--- config.mk ---
export PLATFORM = sky130hd
export DESIGN_NAME = str_up_sample
export DESIGN_NICKNAME = d
export VERILOG_FILES = /design/src/rtl/str_up_sample_pkg.sv /design/src/rtl/str_frame_check.sv /design/src/rtl/str_up_sample.sv
export SDC_FILE = /design/constraint.sdc
export NUM_CORES = 1
export LEC_CHECK = 0
export CORE_MARGIN = 2
export CORE_UTILIZATION = 61
export CTS_CLUSTER_DIAMETER = 60
export DETAILED_ROUTE_END_ITERATION = 6
export PLACE_DENSITY = 0.8
export SLEW_MARGIN = 20
export SYNTH_ARGS = -nofsm -noshare
export SYNTH_HDL_FRONTEND = slang
export SYNTH_SLANG_ARGS = --single-unit
--- constraint.sdc ---
create_clock -name clk -period 10.7 [get_ports clk]
set_input_delay 1.605 -clock clk [delete_from_list [all_inputs] [get_ports clk]]
set_output_delay 1.605 -clock clk [all_outputs]
set_load 0.02 [all_outputs]
--- src/rtl/str_up_sample_pkg.sv ---
// Shared types and helpers for the stream interpolator and its frame checker.
//   state_t        : interpolator FSM states (EMPTY waits for a sample, EMIT drives L outputs)
//   DefDw/DefLLog2 : default sample width and log2 interpolation factor
//   DefFrame       : default expected input samples per frame
//   L              : interpolation factor for the default configuration
//   interp_width() : width of the d*k product, DW+1 bits of difference plus L_LOG2+1 bits of k
//   l_factor()     : interpolation factor for a given log2 factor
package str_up_sample_pkg;

  typedef enum logic [0:0] {
    EMPTY,
    EMIT
  } state_t;

  localparam int unsigned DefDw    = 24;
  localparam int unsigned DefLLog2 = 2;
  localparam int unsigned DefFrame = 4000;
  localparam int unsigned L        = 1 << DefLLog2;

  function automatic int unsigned interp_width(int unsigned dw, int unsigned l_log2);
    return dw + 1 + l_log2 + 1;
  endfunction

  function automatic int unsigned l_factor(int unsigned l_log2);
    return 1 << l_log2;
  endfunction

endpackage

--- src/rtl/str_frame_check.sv ---
// Frame-length checker for a framed input stream.
// Counts accepted samples and compares the tlast position against FRAME.
//   i_clk, i_rst : clock, asynchronous active-high reset
//   i_accept     : a sample is accepted this cycle
//   i_last       : tlast of the accepted sample
//   o_frame_err  : one-cycle pulse the cycle after a frame-length violation
// A missing tlast at the expected boundary resyncs the count to that boundary.
module str_frame_check #(
  parameter int unsigned FRAME = 4000
) (
  input  logic i_clk,
  input  logic i_rst,
  input  logic i_accept,
  input  logic i_last,
  output logic o_frame_err
);

  localparam int unsigned CW = (FRAME > 1) ? $clog2(FRAME) : 1;

  logic [CW-1:0] r_cnt;
  logic          r_err;
  logic          w_at_end;

  assign w_at_end    = (r_cnt == CW'(FRAME - 1));
  assign o_frame_err = r_err;

  always_ff @(posedge i_clk or posedge i_rst) begin
    if (i_rst) begin
      r_cnt <= '0;
      r_err <= 1'b0;
    end else begin
      r_err <= 1'b0;
      if (i_accept) begin
        if (i_last) begin
          r_err <= !w_at_end;
          r_cnt <= '0;
        end else if (w_at_end) begin
          r_err <= 1'b1;
          r_cnt <= '0;
        end else begin
          r_cnt <= r_cnt + 1'b1;
        end
      end
    end
  end

endmodule

--- src/rtl/str_up_sample.sv ---
// AXI-stream linear interpolator: emits L = 2**L_LOG2 samples per input sample,
// ramping from the previous input to the current one, with frame reconstruction.
//   clk, rst       : clock, asynchronous active-high reset
//   s_axis_*       : low-rate signed input stream (tdata/tvalid/tready/tlast)
//   m_axis_*       : high-rate signed output stream (tdata/tvalid/tready/tlast)
//   frame_err      : one-cycle pulse when the input frame length differs from FRAME
// Output k (1..L) of a sample is x_prev + floor((x_cur - x_prev) * k / L).
module str_up_sample
  import str_up_sample_pkg::*;
#(
  parameter int unsigned DW     = DefDw,
  parameter int unsigned L_LOG2 = DefLLog2,
  parameter int unsigned FRAME  = DefFrame
) (
  input  logic          clk,
  input  logic          rst,
  input  logic [DW-1:0] s_axis_tdata,
  input  logic          s_axis_tvalid,
  output logic          s_axis_tready,
  input  logic          s_axis_tlast,
  output logic [DW-1:0] m_axis_tdata,
  output logic          m_axis_tvalid,
  input  logic          m_axis_tready,
  output logic          m_axis_tlast,
  output logic          frame_err
);

  localparam int unsigned LFac = l_factor(L_LOG2);
  localparam int unsigned KW   = L_LOG2 + 1;
  localparam int unsigned PW   = interp_width(DW, L_LOG2);

  state_t               r_state;
  logic signed [DW-1:0] r_x_prev;
  logic signed [DW-1:0] r_x_cur;
  logic [KW-1:0]        r_k;
  logic                 r_last;
  logic [DW-1:0]        r_tdata;
  logic                 r_tvalid;
  logic                 r_tlast;

  logic                 w_m_hs;
  logic                 w_final;
  logic                 w_accept;

  logic signed [DW-1:0] w_ip_prev;
  logic signed [DW-1:0] w_ip_cur;
  logic [KW-1:0]        w_ip_k;
  logic signed [DW:0]   w_d;
  logic signed [PW-1:0] w_d_ext;
  logic signed [PW-1:0] w_k_ext;
  logic signed [PW-1:0] w_p;
  logic signed [PW-1:0] w_shift;
  logic [PW-1:0]        w_sum;
  logic [DW-1:0]        w_y;
  logic [PW-DW-1:0]     w_unused_sum;

  assign w_m_hs   = r_tvalid && m_axis_tready;
  assign w_final  = (r_k == KW'(LFac));
  // Ready while idle, or on the last-phase handshake so the next sample loads without a bubble.
  assign s_axis_tready = !rst && ((r_state == EMPTY) || (w_m_hs && w_final));
  assign w_accept = s_axis_tvalid && s_axis_tready;

  // The output register is loaded with the value for the phase that comes next, so the
  // interpolator sees either the incoming sample pair at k=1 or the current pair at k+1.
  assign w_ip_prev = w_accept ? r_x_cur : r_x_prev;
  assign w_ip_cur  = w_accept ? $signed(s_axis_tdata) : r_x_cur;
  assign w_ip_k    = w_accept ? KW'(1) : r_k + KW'(1);

  assign w_d     = {w_ip_cur[DW-1], w_ip_cur} - {w_ip_prev[DW-1], w_ip_prev};
  assign w_d_ext = {{(PW-DW-1){w_d[DW]}}, w_d};
  assign w_k_ext = {{(PW-KW){1'b0}}, w_ip_k};
  assign w_p     = w_d_ext * w_k_ext;
  // Kept in its own signed net so the shift stays arithmetic (floor rounding).
  assign w_shift = w_p >>> L_LOG2;
  assign w_sum   = {{(PW-DW){w_ip_prev[DW-1]}}, w_ip_prev} + w_shift;
  // The result lies between x_prev and x_cur, so dropping the upper bits is exact.
  assign w_y          = w_sum[DW-1:0];
  assign w_unused_sum = w_sum[PW-1:DW];

  always_ff @(posedge clk or posedge rst) begin
    if (rst) begin
      r_state  <= EMPTY;
      r_x_prev <= '0;
      r_x_cur  <= '0;
      r_k      <= '0;
      r_last   <= 1'b0;
      r_tdata  <= '0;
      r_tvalid <= 1'b0;
      r_tlast  <= 1'b0;
    end else if (w_accept) begin
      r_x_prev <= r_x_cur;
      r_x_cur  <= $signed(s_axis_tdata);
      r_last   <= s_axis_tlast;
      r_k      <= KW'(1);
      r_state  <= EMIT;
      r_tdata  <= w_y;
      r_tvalid <= 1'b1;
      r_tlast  <= s_axis_tlast && (LFac == 1);
    end else if (w_m_hs) begin
      if (w_final) begin
        // Output data holds its last value while idle.
        r_state  <= EMPTY;
        r_tvalid <= 1'b0;
        r_tlast  <= 1'b0;
      end else begin
        r_k     <= r_k + KW'(1);
        r_tdata <= w_y;
        r_tlast <= r_last && ((r_k + KW'(1)) == KW'(LFac));
      end
    end
  end

  assign m_axis_tdata  = r_tdata;
  assign m_axis_tvalid = r_tvalid;
  assign m_axis_tlast  = r_tlast;

  str_frame_check #(
    .FRAME(FRAME)
  ) u_frame_check (
    .i_clk      (clk),
    .i_rst      (rst),
    .i_accept   (w_accept),
    .i_last     (s_axis_tlast),
    .o_frame_err(frame_err)
  );

endmodule
==> results.sh, run 1 <==
export IMPL_yosysMostFrequentCell="inv_1"
export IMPL_cp_start_kind="input pin"
export IMPL_fin_skew_ns=0.00796
export IMPL_yosysTopAreaCell="dfrtp_1"
export IMPL_drcViolationCount=0
export IMPL_cts_root_buf="clkbuf_16"
export IMPL_grt_antenna_before_repair=0
export IMPL_crit_path_end_kind="register"
export IMPL_yosys_top_cells_area="dfrtp_1 (26%), ha_1 (13%), inv_1 (6.5%)"
export IMPL_endpoint="m_axis_tdata[22]$_DFFE_PP0P_"
export IMPL_viasPerCell=5.72
export IMPL_ys_ff_latch=91
export IMPL_fin_crit_ns=9.88
export IMPL_cpPeakStageDelay_ns=0.53
export IMPL_grt_first_pass_wirelength_um=35600
export IMPL_port_buffers=56
export IMPL_crit_slowest_cell="fa_1"
export IMPL_avgSynthCellArea_um2=8.00
export IMPL_fin_crit_sh_pct=92.3
export IMPL_crit_cells=38
export IMPL_grt_pass1_vias=7443
export IMPL_worst_setup_path_type="in2reg"
export IMPL_cts_sinks=91
export IMPL_hold_buffers=0
export IMPL_io_pin_count=57
export IMPL_min_path_type="reg2reg"
export IMPL_post_drt_wl_per_cell_um=15.6
export IMPL_hold_ws_ns=0.480
export IMPL_yosysTopAreaCellShare_pct=25.8
export IMPL_dp_hpwl_um=15600
export IMPL_rows=43
export IMPL_grt_remaining_overflow=0
export IMPL_synth_edf_count=0
export IMPL_ys_top_cells_by_count="inv_1 (153), nand2_1 (146), ha_1 (94), dfrtp_1 (91), nor2_1 (91)"
export IMPL_worstPathArrival_ns=10.12
export IMPL_cts_setup_buffers=0
export IMPL_routed_wl_um=20700
export IMPL_core_area_um2=14000
export IMPL_timing_fmax_mhz=101
export IMPL_crit_start="rst"
export IMPL_rr_startpoint="r_k[0]$_DFFE_PP0P_"
export IMPL_path_common_cell="o21ai_0"
export IMPL_dieArea_um2=15400
export IMPL_tritoncts_num_buffers=9
export IMPL_firstDrtPassIters=5
export IMPL_synthFlopType="dfrtp_1"
export IMPL_grt_max_degree=58
export IMPL_cts_resized=0
export IMPL_outcome="complete, no violations"
export IMPL_path_buf_inv=4
export IMPL_nets=1290
export IMPL_worst_pin_slew_ns=0.959
export IMPL_vias=7595
export IMPL_fin_setup_tns_ns=0
export IMPL_start_util_pct=63.0
export IMPL_ff2ff_setup_slack_ns=1.90
export IMPL_seq_area_frac_synth_pct=25.8
export IMPL_slew_viol_final=0
export IMPL_drtIter0Drc=493
export IMPL_synth_area_um2=8810
export IMPL_yosysWarnings=0
export IMPL_die_y_um=124
export IMPL_routabilityCongestion=0.915
export IMPL_crit_family="compound AO/OA/AOI/OAI gates"
export IMPL_r2r_end="m_axis_tdata[22]$_DFFE_PP0P_"
export IMPL_async_reset_ff_share_pct=100
export IMPL_synth_cell_type_count=67
export IMPL_drive_gt1_share_pct=3.57
export IMPL_h_tree_depth=3
export IMPL_clk_pin_slew_ns=0.06
export IMPL_cp_max_fo=22
export IMPL_cts_tree="yes"
export IMPL_syn_to_final_growth_pct=11.6
export IMPL_finalHoldViolCount=0
export IMPL_r2r_cells=39
export IMPL_insertion_delay_ns=0.35
export IMPL_die_w_um=124
export IMPL_syn_inst=1102
export IMPL_setup_violations=0
export IMPL_num_antenna_cells=0
export IMPL_drv_cap=0
export IMPL_critPathRequiredTime_ns=10.94
export IMPL_rsz0062_at_grt="false"
export IMPL_slew_headroom_pct=35.9
export IMPL_cts_buffer_depth=2
export IMPL_syn_nets=1249
export IMPL_grt_usage_pct=27.7
export IMPL_antenna_left=0
worst register-to-register path: cells and delay by family, from the launching register on:
family / cells / cell delay (ns)
AO/OA/AOI/OAI: 18 / 4.26
buffers and inverters: 4 / 0.22
adder cells (fa/ha/maj): 8 / 2.42
flip-flops: 1 / 0.43
XOR/XNOR: 1 / 0.30
AND/OR/NAND/NOR: 8 / 1.05
per-stage QoR:
step / cell area (µm²) / util, % / worst slack, ns / cells
after floorplan: 8810 / - / 1.49 / 1102
after global routing: 9840 / 70.3 / 0.107 / 1328
final: 9840 / 70.3 / 0.821 / 1328
after detailed placement: 9560 / 68.3 / 0.627 / 1312
after CTS: 9840 / 70.3 / 0.959 / 1328
after global placement: 9560 / 68.3 / 0.890 / 1312
flip-flops by register name (all words and copies together) (netlist names), named ones only:
register / count
m_axis_tdata: 24
m_axis_tlast: 1
m_axis_tvalid: 1
r_k: 3
r_last: 1
r_x_cur: 23
r_x_prev: 24
u_frame_check.o_frame_err: 1
u_frame_check.r_cnt: 12
metal layers:
| layer | routed length [µm] | part of all wire (%) | vias up | global-route usage, % |
|---|---|---|---|---|
| met5 | 0 | 0 | - | 0 |
| met3 | 1280 | 6.2 | 23 | 5.03 |
| li1 | - | - | 3783 | - |
| met1 | 10200 | 49 | 3573 | 41.0 |
| met4 | 323 | 1.6 | 0 | 7.93 |
| met2 | 8910 | 43 | 216 | 41.6 |
how the worst min path moves through the flow:
stage,from,endpoint,slack [ns],cells past startpoint
after floorplan,r_last$_DFFE_PP0P_,r_last$_DFFE_PP0P_,0.45,2
after global placement,m_axis_tdata[3]$_DFFE_PP0P_,m_axis_tdata[3]$_DFFE_PP0P_,0.46,2
after detailed placement,m_axis_tdata[9]$_DFFE_PP0P_,m_axis_tdata[9]$_DFFE_PP0P_,0.47,2
after CTS,m_axis_tdata[9]$_DFFE_PP0P_,m_axis_tdata[9]$_DFFE_PP0P_,0.49,2
after global routing,m_axis_tdata[15]$_DFFE_PP0P_,m_axis_tdata[15]$_DFFE_PP0P_,0.52,2
final,m_axis_tdata[3]$_DFFE_PP0P_,m_axis_tdata[3]$_DFFE_PP0P_,0.48,2
cells in the final DEF, fill, tap and decap left out, types with 24 or more instances in the layout:
cell | synthesis | layout
a21o_1 | 24 | 24
a21oi_1 | 44 | 43
clkdlybuf4s50_1 | 0 | 56
dfrtp_1 | 91 | 91
fa_1 | 24 | 24
ha_1 | 94 | 94
inv_1 | 153 | 152
nand2_1 | 146 | 146
nand2b_1 | 30 | 30
nor2_1 | 91 | 90
o21ai_0 | 68 | 68
xnor2_1 | 46 | 46
xor2_1 | 25 | 25
logic make-up after synthesis:
family                   share of synthesized area (%)
AND/OR/NAND/NOR                                   19.5
AO/OA/AOI/OAI                                     17.4
buffers and inverters                             8.02
adder cells (fa/ha/maj)                           19.3
flip-flops                                        25.8
XOR/XNOR                                          7.06
multiplexers                                      2.88
cell type report:
class	instances	area (µm²)
Sequential cell	91	2280
Fill cell	1141	4150
Clock inverter	6	41.3
Inverter	153	577
Timing Repair Buffer	64	621
Multi-Input combinational cell	824	5860
Tap cell	180	225
Clock buffer	10	239
Power of run 1 is not shown: default switching activity piles up to over one toggle a cycle in this logic, so the estimate is an artifact.
==> run 2, diff against run 1 <==
--- a/config.mk
+++ b/config.mk
@@ -7,7 +7,6 @@
 export LEC_CHECK = 0
 export CORE_MARGIN = 2
 export CORE_UTILIZATION = 61
-export CTS_CLUSTER_DIAMETER = 60
 export DETAILED_ROUTE_END_ITERATION = 6
 export PLACE_DENSITY = 0.8
 export SLEW_MARGIN = 20
==> results of run 2 <==
The final DEF is identical to that of run 1; final timing and power are the same.
Power of run 2 is left out for the same reason.
==> run 3, diff against run 2 <==
--- a/config.mk
+++ b/config.mk
@@ -8,7 +8,8 @@
 export CORE_MARGIN = 2
 export CORE_UTILIZATION = 61
 export DETAILED_ROUTE_END_ITERATION = 6
-export PLACE_DENSITY = 0.8
+export PLACE_DENSITY_LB_ADDON = 0.05
+export SETUP_SLACK_MARGIN = 0.4
 export SLEW_MARGIN = 20
 export SYNTH_ARGS = -nofsm -noshare
 export SYNTH_HDL_FRONTEND = slang
==> run 3 against run 2 <==
  * Core utilization increased by 0.41 points
  * Critical path type unchanged
  * Non-clock buffer count grew 5
  * Setup slack better by 0.22 ns
  * Cell area up 0.59%
  * First-iteration DRC count rose by 8.1%
  * Highest routed layer unchanged
  * Largest cell class unchanged
  * Fmax rose by 2.2%
  * Via count increased by 0.28%
  * Sequential share of layout area is 0.13 points lower
  * Final cell count increased by 0.38%
==> results.sh, run 3 (same netlist as run 1, synthesis figures left out) <==
export IMPL_outcome="complete, no violations"
export IMPL_critPathRequiredTime_ns=10.94
export IMPL_drv_cap=0
export IMPL_drive_gt1_share_pct=4.08
export IMPL_rsz0062_at_grt="false"
export IMPL_hold_start="m_axis_tdata[2]$_DFFE_PP0P_"
export IMPL_cts_root_buf="clkbuf_16"
export IMPL_grt_usage_pct=27.9
export IMPL_ff2ff_setup_slack_ns=2.06
export IMPL_nets=1295
export IMPL_fin_crit_ns=9.66
export IMPL_die_y_um=124
export IMPL_worst_setup_path_type="in2reg"
export IMPL_rr_startpoint="r_k[0]$_DFFE_PP0P_"
export IMPL_grt_first_pass_wirelength_um=35700
export IMPL_mostFrequentLayoutCell="inv_1"
export IMPL_cpPeakStageDelay_ns=0.53
export IMPL_fin_setup_tns_ns=0
export IMPL_antenna_left=0
export IMPL_worstPathArrival_ns=9.90
export IMPL_dpl_cell_count=1311
export IMPL_fillers=1190
export IMPL_timing_fmax_mhz=103
export IMPL_min_to="m_axis_tdata[2]$_DFFE_PP0P_"
export IMPL_grt_remaining_overflow=0
export IMPL_drcViolationCount=0
export IMPL_start_util_pct=63.0
export IMPL_io_pin_count=57
export IMPL_min_path_type="reg2reg"
export IMPL_finalHoldViolCount=0
export IMPL_crit_path_end_kind="register"
export IMPL_rows=43
export IMPL_slew_viol_final=0
export IMPL_firstDrtPassIters=5
export IMPL_fin_cells=1333
export IMPL_seqCellArea_um2=2280
export IMPL_slew_headroom_pct=33.4
export IMPL_grt_antenna_before_repair=0
export IMPL_grt_pass1_vias=7351
export IMPL_port_buffers=56
export IMPL_most_common_layout_cells="inv_1 (152), nand2_1 (146), ha_1 (94)"
export IMPL_core_area_um2=14000
export IMPL_syn_to_final_growth_pct=12.3
export IMPL_setup_violations=0
export IMPL_insertion_delay_ns=0.35
export IMPL_r2r_end="m_axis_tdata[22]$_DFFE_PP0P_"
export IMPL_clk_pin_slew_ns=0.07
export IMPL_routed_wl_um=20900
export IMPL_cp_start_kind="input pin"
export IMPL_min_delay_path_depth=2
export IMPL_fin_skew_ns=0.00810
export IMPL_die_w_um=124
export IMPL_post_drt_wl_per_cell_um=15.7
export IMPL_h_tree_depth=3
export IMPL_viasPerCell=5.71
export IMPL_dp_hpwl_um=16000
export IMPL_r2r_cells=39
export IMPL_vias=7616
export IMPL_worst_pin_slew_ns=0.997
export IMPL_drtIter0Drc=533
export IMPL_multiInputGateArea_um2=5860
export IMPL_routabilityCongestion=0.906
export IMPL_grt_max_degree=60
export IMPL_fin_crit_sh_pct=90.3
export IMPL_crit_slowest_cell="fa_1"
export IMPL_cts_tree="yes"
export IMPL_cp_max_fo=8
export IMPL_dieArea_um2=15400
export IMPL_path_common_cell="o21ai_0"
export IMPL_cts_sinks=91
export IMPL_num_antenna_cells=0
export IMPL_tritoncts_num_buffers=9
export IMPL_cts_buffer_depth=2
run 3: cell count changes in the layout (fill, tap and decap cells not counted):
cell        previous run  this run
a21boi_0               5         4
clkinv_4               1         2
buf_6                  0         1
clkbuf_8               1         2
buf_4                  8        12
clkinvlp_4             3         2
a311oi_1               3         2
a21boi_1               2         3
clkinv_2               2         1
a311oi_2               0         1
run 3: worst max-delay path: cells and delay by family:
kind,cells,cell delay [ns]
AO/OA/AOI/OAI,18,4.00
AND/OR/NAND/NOR,6,0.81
adder cells (fa/ha/maj),7,2.24
multiplexers,1,0.28
XOR/XNOR,1,0.31
buffers and inverters,4,0.64
run 3: how the worst max path moves through the flow:
| stage | slack, ns | endpoint | startpoint | cells after the start |
|---|---|---|---|---|
| after floorplan | 1.49 | m_axis_tdata[23]$_DFFE_PP0P_ | rst | 39 |
| after global placement | 0.66 | m_axis_tdata[23]$_DFFE_PP0P_ | rst | 38 |
| after detailed placement | 0.46 | m_axis_tdata[23]$_DFFE_PP0P_ | rst | 40 |
| after CTS | 0.75 | m_axis_tdata[23]$_DFFE_PP0P_ | rst | 40 |
| after global routing | 0.43 | m_axis_tdata[23]$_DFFE_PP0P_ | rst | 38 |
| final | 1.04 | m_axis_tdata[22]$_DFFE_PP0P_ | rst | 37 |
run 3: cell type report:
type | instances | share of cell area (%)
timing repair buffer | 69 | 6.69
multi-input combinational | 824 | 59.3
clock buffer | 11 | 2.55
tap | 180 | 2.28
inverter | 153 | 5.83
sequential | 91 | 23.0
clock inverter | 5 | 0.379
run 3: repair_timing:
action                                  CTS  global route
resized for setup                         0             3
setup buffers                             0             6
hold buffers                              0             0
endpoints found under the setup margin    0             4
run 3: through the flow:
step / hold slack (ns) / util [%] / worst slack (ns) / cell area [µm²]
finish: 0.489 / 70.7 / 1.04 / 9890
detailed placement: 0.473 / 68.3 / 0.463 / 9550
global route: 0.511 / 70.7 / 0.428 / 9890
CTS: 0.494 / 70.3 / 0.753 / 9840
floorplan: 0.447 / - / 1.49 / 8810
global placement: 0.462 / 68.3 / 0.663 / 9550
run 3: metal layers:
| layer | up-vias | GRT usage (%) | part of all wire, % |
|---|---|---|---|
| li1 | 3797 | - | - |
| met1 | 3589 | 40.3 | 49 |
| met2 | 198 | 43.2 | 44 |
| met3 | 32 | 4.69 | 5.4 |
| met4 | 0 | 8.20 | 1.7 |
| met5 | - | 0 | 0 |
Power of run 3 is left out for the same reason.
